$ cat src/rtl/ctl_duck_multi_if.sv
// Bundle between the ctrl section (rng, mouse clicks) and the multi-duck controller.
interface ctl_duck_multi_if #(parameter int N_DUCKS = 4);
    logic                   new_frame;
    logic                   spawn_en;
    logic [9:0]             rnd_start_x;
    logic                   rnd_dir;
    logic [4:0]             rnd_v_spd;
    logic                   shot;
    logic [10:0]            shot_x;
    logic [10:0]            shot_y;
    logic [N_DUCKS*11-1:0]  duck_x;
    logic [N_DUCKS*11-1:0]  duck_y;
    logic [N_DUCKS-1:0]     duck_show;
    logic [N_DUCKS-1:0]     duck_hit;
    logic [7:0]             hit_count;
    logic [7:0]             escape_count;
    logic                   shot_hit;

    modport master (
        output new_frame, spawn_en, rnd_start_x, rnd_dir, rnd_v_spd, shot, shot_x, shot_y,
        input  duck_x, duck_y, duck_show, duck_hit, hit_count, escape_count, shot_hit
    );
    modport slave (
        input  new_frame, spawn_en, rnd_start_x, rnd_dir, rnd_v_spd, shot, shot_x, shot_y,
        output duck_x, duck_y, duck_show, duck_hit, hit_count, escape_count, shot_hit
    );
endinterface

$ cat src/rtl/ctl_duck_multi.sv
// Multi-duck controller: one flight FSM per duck lane, shared spawn timer,
// lowest-index shot arbitration and saturating hit/escape totals.
module ctl_duck_lane #(
    parameter int H_SPEED    = 10,
    parameter int FALL_SPEED = 8,
    parameter int MAX_REFL   = 6,
    parameter int HIT_FRAMES = 30,
    parameter int X_MAX      = 960,
    parameter int Y_MAX      = 600,
    parameter int GROUND_Y   = 640
) (
    input  logic        clk,
    input  logic        rst,
    input  logic        new_frame,
    input  logic        spawn_go,
    input  logic [9:0]  spawn_x,
    input  logic        spawn_dir,
    input  logic [4:0]  spawn_vspd,
    input  logic        hit_go,
    output logic [10:0] x,
    output logic [10:0] y,
    output logic        show,
    output logic        hit,
    output logic        fly,
    output logic        idle,
    output logic        esc_evt
);
    typedef enum logic [2:0] {S_IDLE, S_FLY, S_HIT, S_FALL, S_ESC} state_t;

    localparam int RW = $clog2(MAX_REFL + 3);
    localparam int HW = $clog2(HIT_FRAMES + 1);
    localparam logic [11:0]   XM    = 12'(X_MAX);
    localparam logic [11:0]   YM    = 12'(Y_MAX);
    localparam logic [11:0]   HS    = 12'(H_SPEED);
    localparam logic [11:0]   FS    = 12'(FALL_SPEED);
    localparam logic [11:0]   GY    = 12'(GROUND_Y);
    localparam logic [RW-1:0] RMAX  = RW'(MAX_REFL);
    localparam logic [HW-1:0] HLAST = HW'(HIT_FRAMES - 1);

    state_t          st, st_n;
    logic [10:0]     x_n, y_n;
    logic            hd, hd_n, vd, vd_n;   // hd: 1 = right, vd: 1 = down
    logic [4:0]      vs, vs_n;
    logic [RW-1:0]   refl, refl_n, rsum;
    logic [HW-1:0]   hc, hc_n;
    logic [11:0]     xw, yw, vw, tx, ty;
    logic            hr, vr, esc;
    logic            unused_msb;

    assign unused_msb = tx[11] ^ ty[11];

    always_comb begin
        st_n = st; x_n = x; y_n = y; hd_n = hd; vd_n = vd;
        vs_n = vs; refl_n = refl; hc_n = hc; esc_evt = 1'b0;
        xw = {1'b0, x}; yw = {1'b0, y}; vw = {7'd0, vs};
        tx = xw; ty = yw; hr = 1'b0; vr = 1'b0; esc = 1'b0; rsum = refl;
        if (hit_go) begin
            st_n = S_HIT;
            hc_n = '0;
        end else if (new_frame) begin
            case (st)
                S_IDLE: if (spawn_go) begin
                    st_n   = S_FLY;
                    x_n    = ({2'b00, spawn_x} > XM) ? XM[10:0] : {1'b0, spawn_x};
                    y_n    = YM[10:0];
                    hd_n   = spawn_dir;
                    vd_n   = 1'b0;
                    vs_n   = (spawn_vspd == 5'd0) ? 5'd1 : spawn_vspd;
                    refl_n = '0;
                end
                S_FLY: begin
                    if (hd) begin
                        if (xw + HS > XM) begin tx = XM; hr = 1'b1; end
                        else tx = xw + HS;
                    end else begin
                        if (xw < HS) begin tx = '0; hr = 1'b1; end
                        else tx = xw - HS;
                    end
                    if (!vd) begin
                        if (yw < vw) begin
                            if (refl < RMAX) begin ty = '0; vr = 1'b1; end
                            else esc = 1'b1;
                        end else ty = yw - vw;
                    end else begin
                        if (yw + vw > YM) begin ty = YM; vr = 1'b1; end
                        else ty = yw + vw;
                    end
                    rsum = refl + {{(RW-1){1'b0}}, hr} + {{(RW-1){1'b0}}, vr};
                    // an escaping duck freezes in place and leaves the field
                    if (esc) begin
                        st_n    = S_ESC;
                        esc_evt = 1'b1;
                    end else begin
                        x_n    = tx[10:0];
                        y_n    = ty[10:0];
                        hd_n   = hd ^ hr;
                        vd_n   = vd ^ vr;
                        refl_n = (rsum > RMAX) ? RMAX : rsum;
                    end
                end
                S_HIT: begin
                    if (hc == HLAST) st_n = S_FALL;
                    else hc_n = hc + HW'(1);
                end
                S_FALL: begin
                    ty  = yw + FS;
                    y_n = ty[10:0];
                    if (ty >= GY) st_n = S_IDLE;
                end
                S_ESC:   st_n = S_IDLE;
                default: st_n = S_IDLE;
            endcase
        end
    end

    always_ff @(posedge clk or negedge rst) begin
        if (!rst) begin
            st <= S_IDLE; x <= '0; y <= '0; hd <= 1'b0; vd <= 1'b0;
            vs <= '0; refl <= '0; hc <= '0;
        end else begin
            st <= st_n; x <= x_n; y <= y_n; hd <= hd_n; vd <= vd_n;
            vs <= vs_n; refl <= refl_n; hc <= hc_n;
        end
    end

    assign show = (st == S_FLY) || (st == S_HIT) || (st == S_FALL);
    assign hit  = (st == S_HIT) || (st == S_FALL);
    assign fly  = (st == S_FLY);
    assign idle = (st == S_IDLE);
endmodule

module ctl_duck_multi #(
    parameter int N_DUCKS      = 4,
    parameter int H_SPEED      = 10,
    parameter int FALL_SPEED   = 8,
    parameter int MAX_REFL     = 6,
    parameter int HIT_FRAMES   = 30,
    parameter int SPAWN_FRAMES = 60,
    parameter int H_RES        = 1024,
    parameter int V_RES        = 768,
    parameter int DUCK_W       = 64,
    parameter int DUCK_H       = 64,
    parameter int SPAWN_Y      = 600,
    parameter int GROUND_Y     = 640
) (
    input  logic              clk,
    input  logic              rst,
    ctl_duck_multi_if.slave   bus
);
    localparam int X_MAX = H_RES - DUCK_W;
    localparam int Y_MAX = (SPAWN_Y < V_RES - DUCK_H) ? SPAWN_Y : V_RES - DUCK_H;
    localparam int SW    = $clog2(SPAWN_FRAMES + 1);
    localparam logic [SW-1:0] SLAST = SW'(SPAWN_FRAMES - 1);
    localparam logic [11:0]   DW    = 12'(DUCK_W);
    localparam logic [11:0]   DH    = 12'(DUCK_H);

    logic [N_DUCKS-1:0][10:0] lx, ly;
    logic [N_DUCKS-1:0]       show, hit, fly, idle, esc_evt, can_hit, hit_sel, spawn_sel;
    logic [SW-1:0]            scnt;
    logic                     spawn_go;
    logic [7:0]               hit_cnt, esc_cnt;
    logic                     shot_hit;
    logic [3:0]               n_esc;
    logic [8:0]               esc_sum;
    logic [11:0]              sx, sy;

    assign sx = {1'b0, bus.shot_x};
    assign sy = {1'b0, bus.shot_y};

    // hit test runs on the registered positions, before this cycle's move
    for (genvar i = 0; i < N_DUCKS; i++) begin : g_hit
        assign can_hit[i] = fly[i] &&
                            ({1'b0, lx[i]} <= sx) && (sx < {1'b0, lx[i]} + DW) &&
                            ({1'b0, ly[i]} <= sy) && (sy < {1'b0, ly[i]} + DH);
    end

    assign spawn_go  = bus.new_frame && bus.spawn_en && (scnt == '0) && (|idle);
    assign hit_sel   = bus.shot ? (can_hit & (~can_hit + N_DUCKS'(1))) : '0;
    assign spawn_sel = spawn_go ? (idle & (~idle + N_DUCKS'(1))) : '0;

    ctl_duck_lane #(
        .H_SPEED(H_SPEED), .FALL_SPEED(FALL_SPEED), .MAX_REFL(MAX_REFL),
        .HIT_FRAMES(HIT_FRAMES), .X_MAX(X_MAX), .Y_MAX(Y_MAX), .GROUND_Y(GROUND_Y)
    ) u_lane [N_DUCKS-1:0] (
        .clk(clk), .rst(rst), .new_frame(bus.new_frame),
        .spawn_go(spawn_sel), .spawn_x(bus.rnd_start_x), .spawn_dir(bus.rnd_dir),
        .spawn_vspd(bus.rnd_v_spd), .hit_go(hit_sel),
        .x(lx), .y(ly), .show(show), .hit(hit), .fly(fly), .idle(idle), .esc_evt(esc_evt)
    );

    always_comb begin
        n_esc = 4'd0;
        for (int i = 0; i < N_DUCKS; i++) n_esc = n_esc + {3'd0, esc_evt[i]};
        esc_sum = {1'b0, esc_cnt} + {5'd0, n_esc};
    end

    always_ff @(posedge clk or negedge rst) begin
        if (!rst) begin
            scnt     <= SLAST;
            hit_cnt  <= '0;
            esc_cnt  <= '0;
            shot_hit <= 1'b0;
        end else begin
            shot_hit <= |hit_sel;
            if ((|hit_sel) && (hit_cnt != 8'hff)) hit_cnt <= hit_cnt + 8'd1;
            esc_cnt <= esc_sum[8] ? 8'hff : esc_sum[7:0];
            // with no IDLE duck the counter parks at 0 and the spawn stays pending
            if (bus.new_frame && bus.spawn_en) begin
                if (scnt != '0) scnt <= scnt - SW'(1);
                else if (|idle) scnt <= SLAST;
            end
        end
    end

    assign bus.duck_x       = lx;
    assign bus.duck_y       = ly;
    assign bus.duck_show    = show;
    assign bus.duck_hit     = hit;
    assign bus.hit_count    = hit_cnt;
    assign bus.escape_count = esc_cnt;
    assign bus.shot_hit     = shot_hit;
endmodule
$ cat src/flat_wrapper.sv
// flat-port wrapper written by rule: the top's interface ports become plain ports
module ctl_duck_multi_flat 
#(
    parameter int N_DUCKS      = 4,
    parameter int H_SPEED      = 10,
    parameter int FALL_SPEED   = 8,
    parameter int MAX_REFL     = 6,
    parameter int HIT_FRAMES   = 30,
    parameter int SPAWN_FRAMES = 60,
    parameter int H_RES        = 1024,
    parameter int V_RES        = 768,
    parameter int DUCK_W       = 64,
    parameter int DUCK_H       = 64,
    parameter int SPAWN_Y      = 600,
    parameter int GROUND_Y     = 640
)
  (clk, rst, bus_new_frame, bus_spawn_en, bus_rnd_start_x, bus_rnd_dir, bus_rnd_v_spd, bus_shot, bus_shot_x, bus_shot_y, bus_duck_x, bus_duck_y, bus_duck_show, bus_duck_hit, bus_hit_count, bus_escape_count, bus_shot_hit);
  ctl_duck_multi_if #(.N_DUCKS(N_DUCKS)) bus_i ();
  input  logic clk;
  input  logic rst;
  input wire logic [$bits(bus_i.new_frame)-1:0] bus_new_frame;
  input wire logic [$bits(bus_i.spawn_en)-1:0] bus_spawn_en;
  input wire logic [$bits(bus_i.rnd_start_x)-1:0] bus_rnd_start_x;
  input wire logic [$bits(bus_i.rnd_dir)-1:0] bus_rnd_dir;
  input wire logic [$bits(bus_i.rnd_v_spd)-1:0] bus_rnd_v_spd;
  input wire logic [$bits(bus_i.shot)-1:0] bus_shot;
  input wire logic [$bits(bus_i.shot_x)-1:0] bus_shot_x;
  input wire logic [$bits(bus_i.shot_y)-1:0] bus_shot_y;
  output wire logic [$bits(bus_i.duck_x)-1:0] bus_duck_x;
  output wire logic [$bits(bus_i.duck_y)-1:0] bus_duck_y;
  output wire logic [$bits(bus_i.duck_show)-1:0] bus_duck_show;
  output wire logic [$bits(bus_i.duck_hit)-1:0] bus_duck_hit;
  output wire logic [$bits(bus_i.hit_count)-1:0] bus_hit_count;
  output wire logic [$bits(bus_i.escape_count)-1:0] bus_escape_count;
  output wire logic [$bits(bus_i.shot_hit)-1:0] bus_shot_hit;
  assign bus_i.new_frame = bus_new_frame;
  assign bus_i.spawn_en = bus_spawn_en;
  assign bus_i.rnd_start_x = bus_rnd_start_x;
  assign bus_i.rnd_dir = bus_rnd_dir;
  assign bus_i.rnd_v_spd = bus_rnd_v_spd;
  assign bus_i.shot = bus_shot;
  assign bus_i.shot_x = bus_shot_x;
  assign bus_i.shot_y = bus_shot_y;
  assign bus_duck_x = bus_i.duck_x;
  assign bus_duck_y = bus_i.duck_y;
  assign bus_duck_show = bus_i.duck_show;
  assign bus_duck_hit = bus_i.duck_hit;
  assign bus_hit_count = bus_i.hit_count;
  assign bus_escape_count = bus_i.escape_count;
  assign bus_shot_hit = bus_i.shot_hit;
  ctl_duck_multi #(.N_DUCKS(N_DUCKS), .H_SPEED(H_SPEED), .FALL_SPEED(FALL_SPEED), .MAX_REFL(MAX_REFL), .HIT_FRAMES(HIT_FRAMES), .SPAWN_FRAMES(SPAWN_FRAMES), .H_RES(H_RES), .V_RES(V_RES), .DUCK_W(DUCK_W), .DUCK_H(DUCK_H), .SPAWN_Y(SPAWN_Y), .GROUND_Y(GROUND_Y)) u_core (.clk(clk), .rst(rst), .bus(bus_i));
endmodule
$ cat config.mk
export PLATFORM = sky130hd
export DESIGN_NAME = ctl_duck_multi_flat
export DESIGN_NICKNAME = d
export VERILOG_FILES = /design/src/rtl/ctl_duck_multi_if.sv /design/src/rtl/ctl_duck_multi.sv /design/src/flat_wrapper.sv
export SDC_FILE = /design/constraint.sdc
export NUM_CORES = 1
export LEC_CHECK = 0
export ABC_CLOCK_PERIOD_IN_PS = 5000
export CAP_MARGIN = 20
export CORE_ASPECT_RATIO = 0.8
export CORE_UTILIZATION = 55
export CTS_CLUSTER_SIZE = 16
export DETAILED_ROUTE_END_ITERATION = 10
export GPL_TIMING_DRIVEN = 0
export PLACE_DENSITY_LB_ADDON = 0.08
export RECOVER_POWER = 25
export SLEW_MARGIN = 20
export SYNTH_ARGS = -nofsm -noshare
export SYNTH_HDL_FRONTEND = slang
export SYNTH_HIERARCHICAL = 1
export SYNTH_SLANG_ARGS = --single-unit
$ cat constraint.sdc
create_clock -name clk -period 5 [get_ports clk]
set_input_delay 1.25 -clock clk [delete_from_list [all_inputs] [get_ports clk]]
set_output_delay 1.25 -clock clk [all_outputs]
set_load 0.05 [all_outputs]
==> run metrics, run 1 <==
CP max stage cell=or4_4; number of flops mapped to enable cells by yosys=0; Fin Setup TNS=-1.51 ns; vias in the first global route=between 20000 and 25000; wire per inst=about 22 µm; crit path kind=input pin to register; Primary FF master, synth=dfrtp_1; MaxCap Viol Count=1; number of register bits inferred by synthesis=~190; DRT Pass-1 Iters=8; Synth top cells by count=ha_1 (252), nand2_1 (220), nor2_1 (210); IO Count=around 160; HP Start=u_core/scnt[1]$_DFFE_PN1P_; Num CTS Buffers=17; Static Leakage=around 0.010 µW; area growth from synthesis to layout=17.8%; floorplan row count=63; ranking of synthesized cells by area=dfrtp_1 (22%), ha_1 (15%), nand2_1 (4.0%), a21oi_1 (4.0%), nor2_1 (3.8%); Buffers on Ports=around 150; Cells after DPL=about 3200; Syn Area/Cell=around 8 µm²; HP Class=register to register; Die Width=219 µm; status=complete, but fails checks; Worst Path Required=5.34 ns; # H-tree levels=4; Synth async-reset ratio=between 90% and 100%; R2R setup slack=-0.18 ns; r2r endpoint=u_core/bus.escape_count[1]$_DFF_PN0_; Final nets=a little over 3000; crit path cell chain=buf_12 -> clkinvlp_4 -> buf_6 -> ha_4 -> nand4_1 -> nor3_2 -> a41oi_2 -> or4_4 -> nand3_4 -> nor2_4 -> nor3b_4 -> nand2_2 -> nor3_4 -> fa_1 -> fa_2 -> inv_2 -> fa_2 -> inv_2 -> nand2_2 -> nor2_4 -> nand4_1 -> nand2_1; worst-margin pin slew=3.05 ns; Detail Placement HPWL=54700 µm; layout filler cell count=3206; GP Congestion=~0.96; worst path arrival time=around 5.6 ns; Worst Clk Skew=about 0.014 ns; CP Capture Type=register; cell area after synthesis=between 20000 and 25000 µm²; startpoint type of the worst setup path=input pin; worst setup margin=-0.218 ns; top-area cell type share of the netlist area=~22%; Yosys warning count=6; Post-Syn Nets=~2900; critical path fanouts, max=6; layout cells sized above 1=roughly 12%; die area=around 38000 µm²; slew margin rel.=-103%; first-pass GRT wire length=approximately 110000 µm; Tmin final=~5.2 ns; Skew-Pair Late Insertion Delay=around 0.47 ns; grt ovf=0; Final Hold Fails=0; crit path capture=u_core/bus.escape_count[1]$_DFF_PN0_; crit path buf inv count=5; crit share post-route=104%; largest area contributor in the netlist=dfrtp_1; final wirelength=slightly above 70000 µm; Slew Limit Fails=49; CP peak stage delay=between 0.6 and 0.7 ns; final routed DRC violation total=0; Crit. Startpoint=bus_shot_x[9]; Clk pin slew, worst setup/hold paths=roughly 0.07 ns; register area=between 4000 and 5000 µm²; CTS max path bufs=2; antenna viol nets, final=0; initial antenna violation count=2; Core Region=about 37000 µm²; Peak VDD IR=about 0.00053 V; f_max=about 0.19 GHz; Netlist cell types=100; gr usage total=between 30% and 40%; R2R Path Start=u_core/u_lane[0]/y[8]$_DFFE_PN0P_; vias per cell=between 6 and 7; top-count cell post-synth=ha_1; RSZ-0062 raised after global routing=yes; Worst Reg-to-Reg Cells=22; Pwr Density=around 630 nW/µm²; TritonCTS clock tree=yes; die height=176 µm; footprint of the multi-input gates=15400 µm²; Starting DRT DRC Count=between 2000 and 3000; Stages on worst setup path=22; Vias=21600; starting density of the core=55.9%; largest net degree at the start of global routing=74; clk root buf=clkbuf_16; CP top delay family=simple AND/OR/NAND/NOR gates; failing checks=max-capacitance violations, max-slew violations, negative setup slack; CTS Sinks=187; Non-Filler Instances=about 3300; final core occ=between 60% and 70%; register area share after synthesis=between 20% and 30%; Final Setup Violations=8; post-synthesis cell count=2578
## worst reg2reg max path, delay by kind of cell (launching register included)
family	cells	cell delay [ns]
flops	1	0.69
compound gates	2	0.32
fa+ha+maj	4	1.47
simple gates	13	2.26
buf+inv	2	0.12
xor+xnor	1	0.19
## through the flow
stage | worst slack, ns | area [µm²] | hold slack [ns] | power (µW)
3_3_place_gp | -5.64 | 23100 | 0.498 | 13000
6_report | -0.218 | 24400 | 0.522 | 15300
4_1_cts | -0.163 | 24200 | 0.514 | 14900
5_1_grt | -0.446 | 24400 | 0.550 | 16300
2_1_floorplan | -0.134 | 21000 | 0.479 | 10200
3_5_place_dp | -2.09 | 23200 | 0.500 | 13300
## flip-flops by register name, indices dropped and copies added (netlist names), 4 cells and up
| name | cells |
|---|---|
| u_core/u_lane/x | 44 |
| u_core/u_lane/y | 44 |
| u_core/u_lane/hc | 20 |
| u_core/u_lane/vs | 20 |
| u_core/u_lane/refl | 16 |
| u_core/u_lane/st | 12 |
| u_core/bus.escape_count | 8 |
| u_core/bus.hit_count | 8 |
| u_core/scnt | 6 |
| u_core/u_lane/hd | 4 |
| u_core/u_lane/vd | 4 |
## what timing repair did
item	in CTS	in global routing
gates cloned	0	0
endpoints found under the hold margin	0	0
setup endpoints to repair	130	77
pin swaps	26	25
resized for setup	199	58
buffers inserted	24	7
hold buffers	0	0
## how the worst min path moves through the flow
stage | end | cells past startpoint
2_1_floorplan | u_core/u_lane[0]/vs[0]$_DFFE_PN0P_ | 2
3_3_place_gp | u_core/u_lane[0]/refl[0]$_DFFE_PN0P_ | 2
3_5_place_dp | u_core/scnt[1]$_DFFE_PN1P_ | 2
4_1_cts | u_core/scnt[1]$_DFFE_PN1P_ | 2
5_1_grt | u_core/bus.hit_count[2]$_DFFE_PN0P_ | 1
6_report | u_core/scnt[1]$_DFFE_PN1P_ | 2
## power breakdown
part           switching [µW]  leakage (µW)  internal (µW)
combinational            6720       0.00782           4020
clock                     700      0.000285            705
sequential               1120       0.00237           2000
total                    8540        0.0105           6720
## metal layers
metal	track usage [%]	wire length, µm	part of all wire (%)
met3	6.48	6990	9.6
met4	12.1	1950	2.7
met2	55.6	31400	43
met1	54.5	32100	44
met5	0	27	0.037
## placed cells by master (no fill, tap or decap), drive strengths merged, types with 63 or more instances in the layout
master,netlist,final
a21oi,164,164
xnor2,63,63
dfrtp,182,182
nor2,210,210
nand3,120,120
nor3,78,78
nand2,220,220
clkdlybuf4s50,0,131
buf,41,95
ha,252,252
o21ai,145,145
inv,167,170
clkbuf,87,103
xor2,68,68
## cells by family (layout without fill, tap and decap cells)
logic type               count (synthesis)  count (layout)  synth area share (%)
AO/OA/AOI/OAI                          718             718                  24.0
XOR/XNOR                               131             131                  5.58
adder cells (fa/ha/maj)                267             267                  16.7
buffers and inverters                  301             518                  5.85
flip-flops                             187             187                  22.6
multiplexers                            41              41                  2.13
other                                    0               3                     0
AND/OR/NAND/NOR                        933             933                  23.1
## cell type report
cell class	count	area share (%)
clock buffer	17	1.75
sequential	187	19.3
clock inverter	15	0.642
tap	487	2.50
buffer	126	2.37
antenna	3	0.0308
multi-input combinational	2090	63.1
inverter	173	2.85
timing repair buffer	187	7.53
No activity file was read; power rests on OpenSTA's default activity.
==> inputs of run 2 (changes only) <==
--- a/config.mk
+++ b/config.mk
@@ -14,7 +14,7 @@
 export GPL_TIMING_DRIVEN = 0
 export PLACE_DENSITY_LB_ADDON = 0.08
 export RECOVER_POWER = 25
-export SLEW_MARGIN = 20
+export SLEW_MARGIN = 40
 export SYNTH_ARGS = -nofsm -noshare
 export SYNTH_HDL_FRONTEND = slang
 export SYNTH_HIERARCHICAL = 1
==> run metrics, run 2 (synthesis results as in run 1) <==
floorplan row count=63; Post-DP Area=23200 µm²; Worst Path Required=5.35 ns; sequential fraction of design power=about a fifth; failing checks=max-capacitance violations, max-slew violations, negative setup slack; Slew Limit Fails=roughly 50; final instance area=24400 µm²; Buffers on Ports=~150; Detail Placement HPWL=about 55000 µm; Die Width=219 µm; Non-Filler Instances=~3300; Internal Pwr Total=just under 7000 µW; Final nets=3098; final wirelength=roughly 73000 µm; Static Leakage=0.0105 µW; CP peak stage delay=around 0.59 ns; Final Hold Fails=0; Psw=approximately 8600 µW; crit share post-route=104%; layout filler cell count=3249; slew margin rel.=-100%; CTS max path bufs=2; crit path kind=input pin to register; worst path arrival time=5.57 ns; critical path fanouts, max=6; vias in the first global route=roughly 20000; Comb power frac=between 70% and 80%; clock share of power=a little under a tenth; CP max stage cell=or4_4; Sw Ratio=between 50% and 60%; layout cells sized above 1=about an eighth; starting density of the core=a little under three fifths; worst setup margin=-0.224 ns; Vias=21700; vias per cell=between 6 and 7; first-pass GRT wire length=~110000 µm; f_max=0.191 GHz; initial antenna violation count=3; crit path cell chain=buf_12 -> inv_8 -> buf_4 -> ha_4 -> nor2b_1 -> o21a_1 -> o21a_1 -> o21ai_2 -> a31oi_2 -> or4_4 -> nand3_4 -> nor2_4 -> nor3b_4 -> nand2_2 -> nor3_4 -> fa_1 -> fa_2 -> inv_2 -> fa_2 -> inv_2 -> nand2_4 -> nor2_4 -> nand4_1 -> o21ai_1; wire per inst=roughly 22 µm; startpoint type of the worst setup path=input pin; final routed DRC violation total=0; die height=approximately 180 µm; HP Class=register to register; gr usage total=a little under two fifths; Clk pin slew, worst setup/hold paths=0.07 ns; Worst Clk Skew=0.0132 ns; commonest cells after routing, fill and taps aside=ha_1 (230), nand2_1 (212), nor2_1 (205); Cells after DPL=3221; # H-tree levels=4; IO Count=between 150 and 200; biggest regs=u_core/u_lane/x (44), u_core/u_lane/y (44); Starting DRT DRC Count=2804; Final Setup Violations=8; Tmin final=5.22 ns; CP top delay family=simple AND/OR/NAND/NOR gates; R2R setup slack=-0.15 ns; Skew-Pair Late Insertion Delay=approximately 0.48 ns; antenna viol nets, final=0; DRT Pass-1 Iters=6; TritonCTS clock tree=yes; grt ovf=0; RSZ-0062 raised after global routing=yes; largest net degree at the start of global routing=between 70 and 80; CTS Sinks=187; status=complete, but fails checks; clk root buf=clkbuf_16; area growth from synthesis to layout=18.1%; Pwr Density=626 nW/µm²; Num CTS Buffers=17; commonest non-fill, non-tap cell in the layout=ha_1; crit path buf inv count=5; # diodes=0; GP Congestion=between 0.9 and 1; die area=38400 µm²; Peak VDD IR=between 0.0004 and 0.0005 V; Core Region=37000 µm²; CP Capture Type=register; worst-margin pin slew=roughly 3 ns; MaxCap Viol Count=1
## run 2: cell count changes in the layout (fill, tap and decap cells not counted), moves of 3 or more
cell     before  now
diode_2       3    0
a21oi_1     157  161
o21ai_1      33   29
buf_4        35   39
a21oi_2       7    3
o21ai_2       2    5
## run 2: final cells by class
| cell class | count | area [µm²] | area share (%) |
|---|---|---|---|
| Buffer | 126 | 577 | 2.36 |
| Clock buffer | 17 | 425 | 1.74 |
| Clock inverter | 15 | 156 | 0.640 |
| Inverter | 173 | 691 | 2.83 |
| Multi-Input combinational cell | 2090 | 15400 | 63.1 |
| Sequential cell | 187 | 4690 | 19.2 |
| Tap cell | 487 | 609 | 2.49 |
| Timing Repair Buffer | 193 | 1870 | 7.66 |
## run 2: routing by layer
layer	track usage, %	part of all wire [%]
met4	11.8	2.8
met2	55.9	43
met1	54.6	44
met3	6.79	9.6
met5	0	0.037
## run 2: path summary, 6_finish.rpt
check,start,depth (start not counted),to
setup / recovery,bus_shot_x[1],24,u_core/bus.escape_count[4]$_DFF_PN0_
hold / removal,u_core/scnt[1]$_DFFE_PN1P_,2,u_core/scnt[1]$_DFFE_PN1P_
setup reg to reg,u_core/u_lane[2]/st[2]$_DFFE_PN0P_,22,u_core/bus.escape_count[4]$_DFF_PN0_
hold reg to reg,u_core/scnt[1]$_DFFE_PN1P_,2,u_core/scnt[1]$_DFFE_PN1P_
max in group asynchronous,rst,3,u_core/scnt[0]$_DFFE_PN1P_
min in group asynchronous,rst,1,u_core/u_lane[0]/x[7]$_DFFE_PN0P_
## run 2: stage by stage
| step | total power (µW) | setup TNS (ns) | util (%) | setup WS (ns) | hold WS [ns] |
|---|---|---|---|---|---|
| 2_1_floorplan | 10200 | -0.890 | - | -0.134 | 0.479 |
| 3_3_place_gp | 13000 | -1192.36 | 62.4 | -5.64 | 0.498 |
| 3_5_place_dp | 13300 | -161.33 | 62.6 | -2.12 | 0.500 |
| 4_1_cts | 14900 | -0.868 | 65.3 | -0.139 | 0.515 |
| 5_1_grt | 16300 | -8.00 | 66.0 | -0.377 | 0.539 |
| 6_report | 15300 | -1.64 | 66.0 | -0.224 | 0.518 |
## run 2: power by group through the flow
stage	Clock [µW]	Sequential, µW	Combinational (µW)
2_1_floorplan	0	3790	6420
3_3_place_gp	0	3070	9930
3_5_place_dp	0	3090	10200
4_1_cts	1430	3080	10400
5_1_grt	1500	3180	11600
6_report	1410	3120	10800
## run 2: tightest hold or removal path, cell delays in order, from the launching register on
cell     delay, ns
dfstp_2       0.38
nor2_1        0.10
a21oi_1       0.04
## run 2: what timing repair did
item                                    4_1_cts  5_1_grt
endpoints found under the setup margin      129       72
buffers inserted                             26       11
hold buffers                                  0        0
gates resized for setup                     197       57
pin swaps                                    27       25
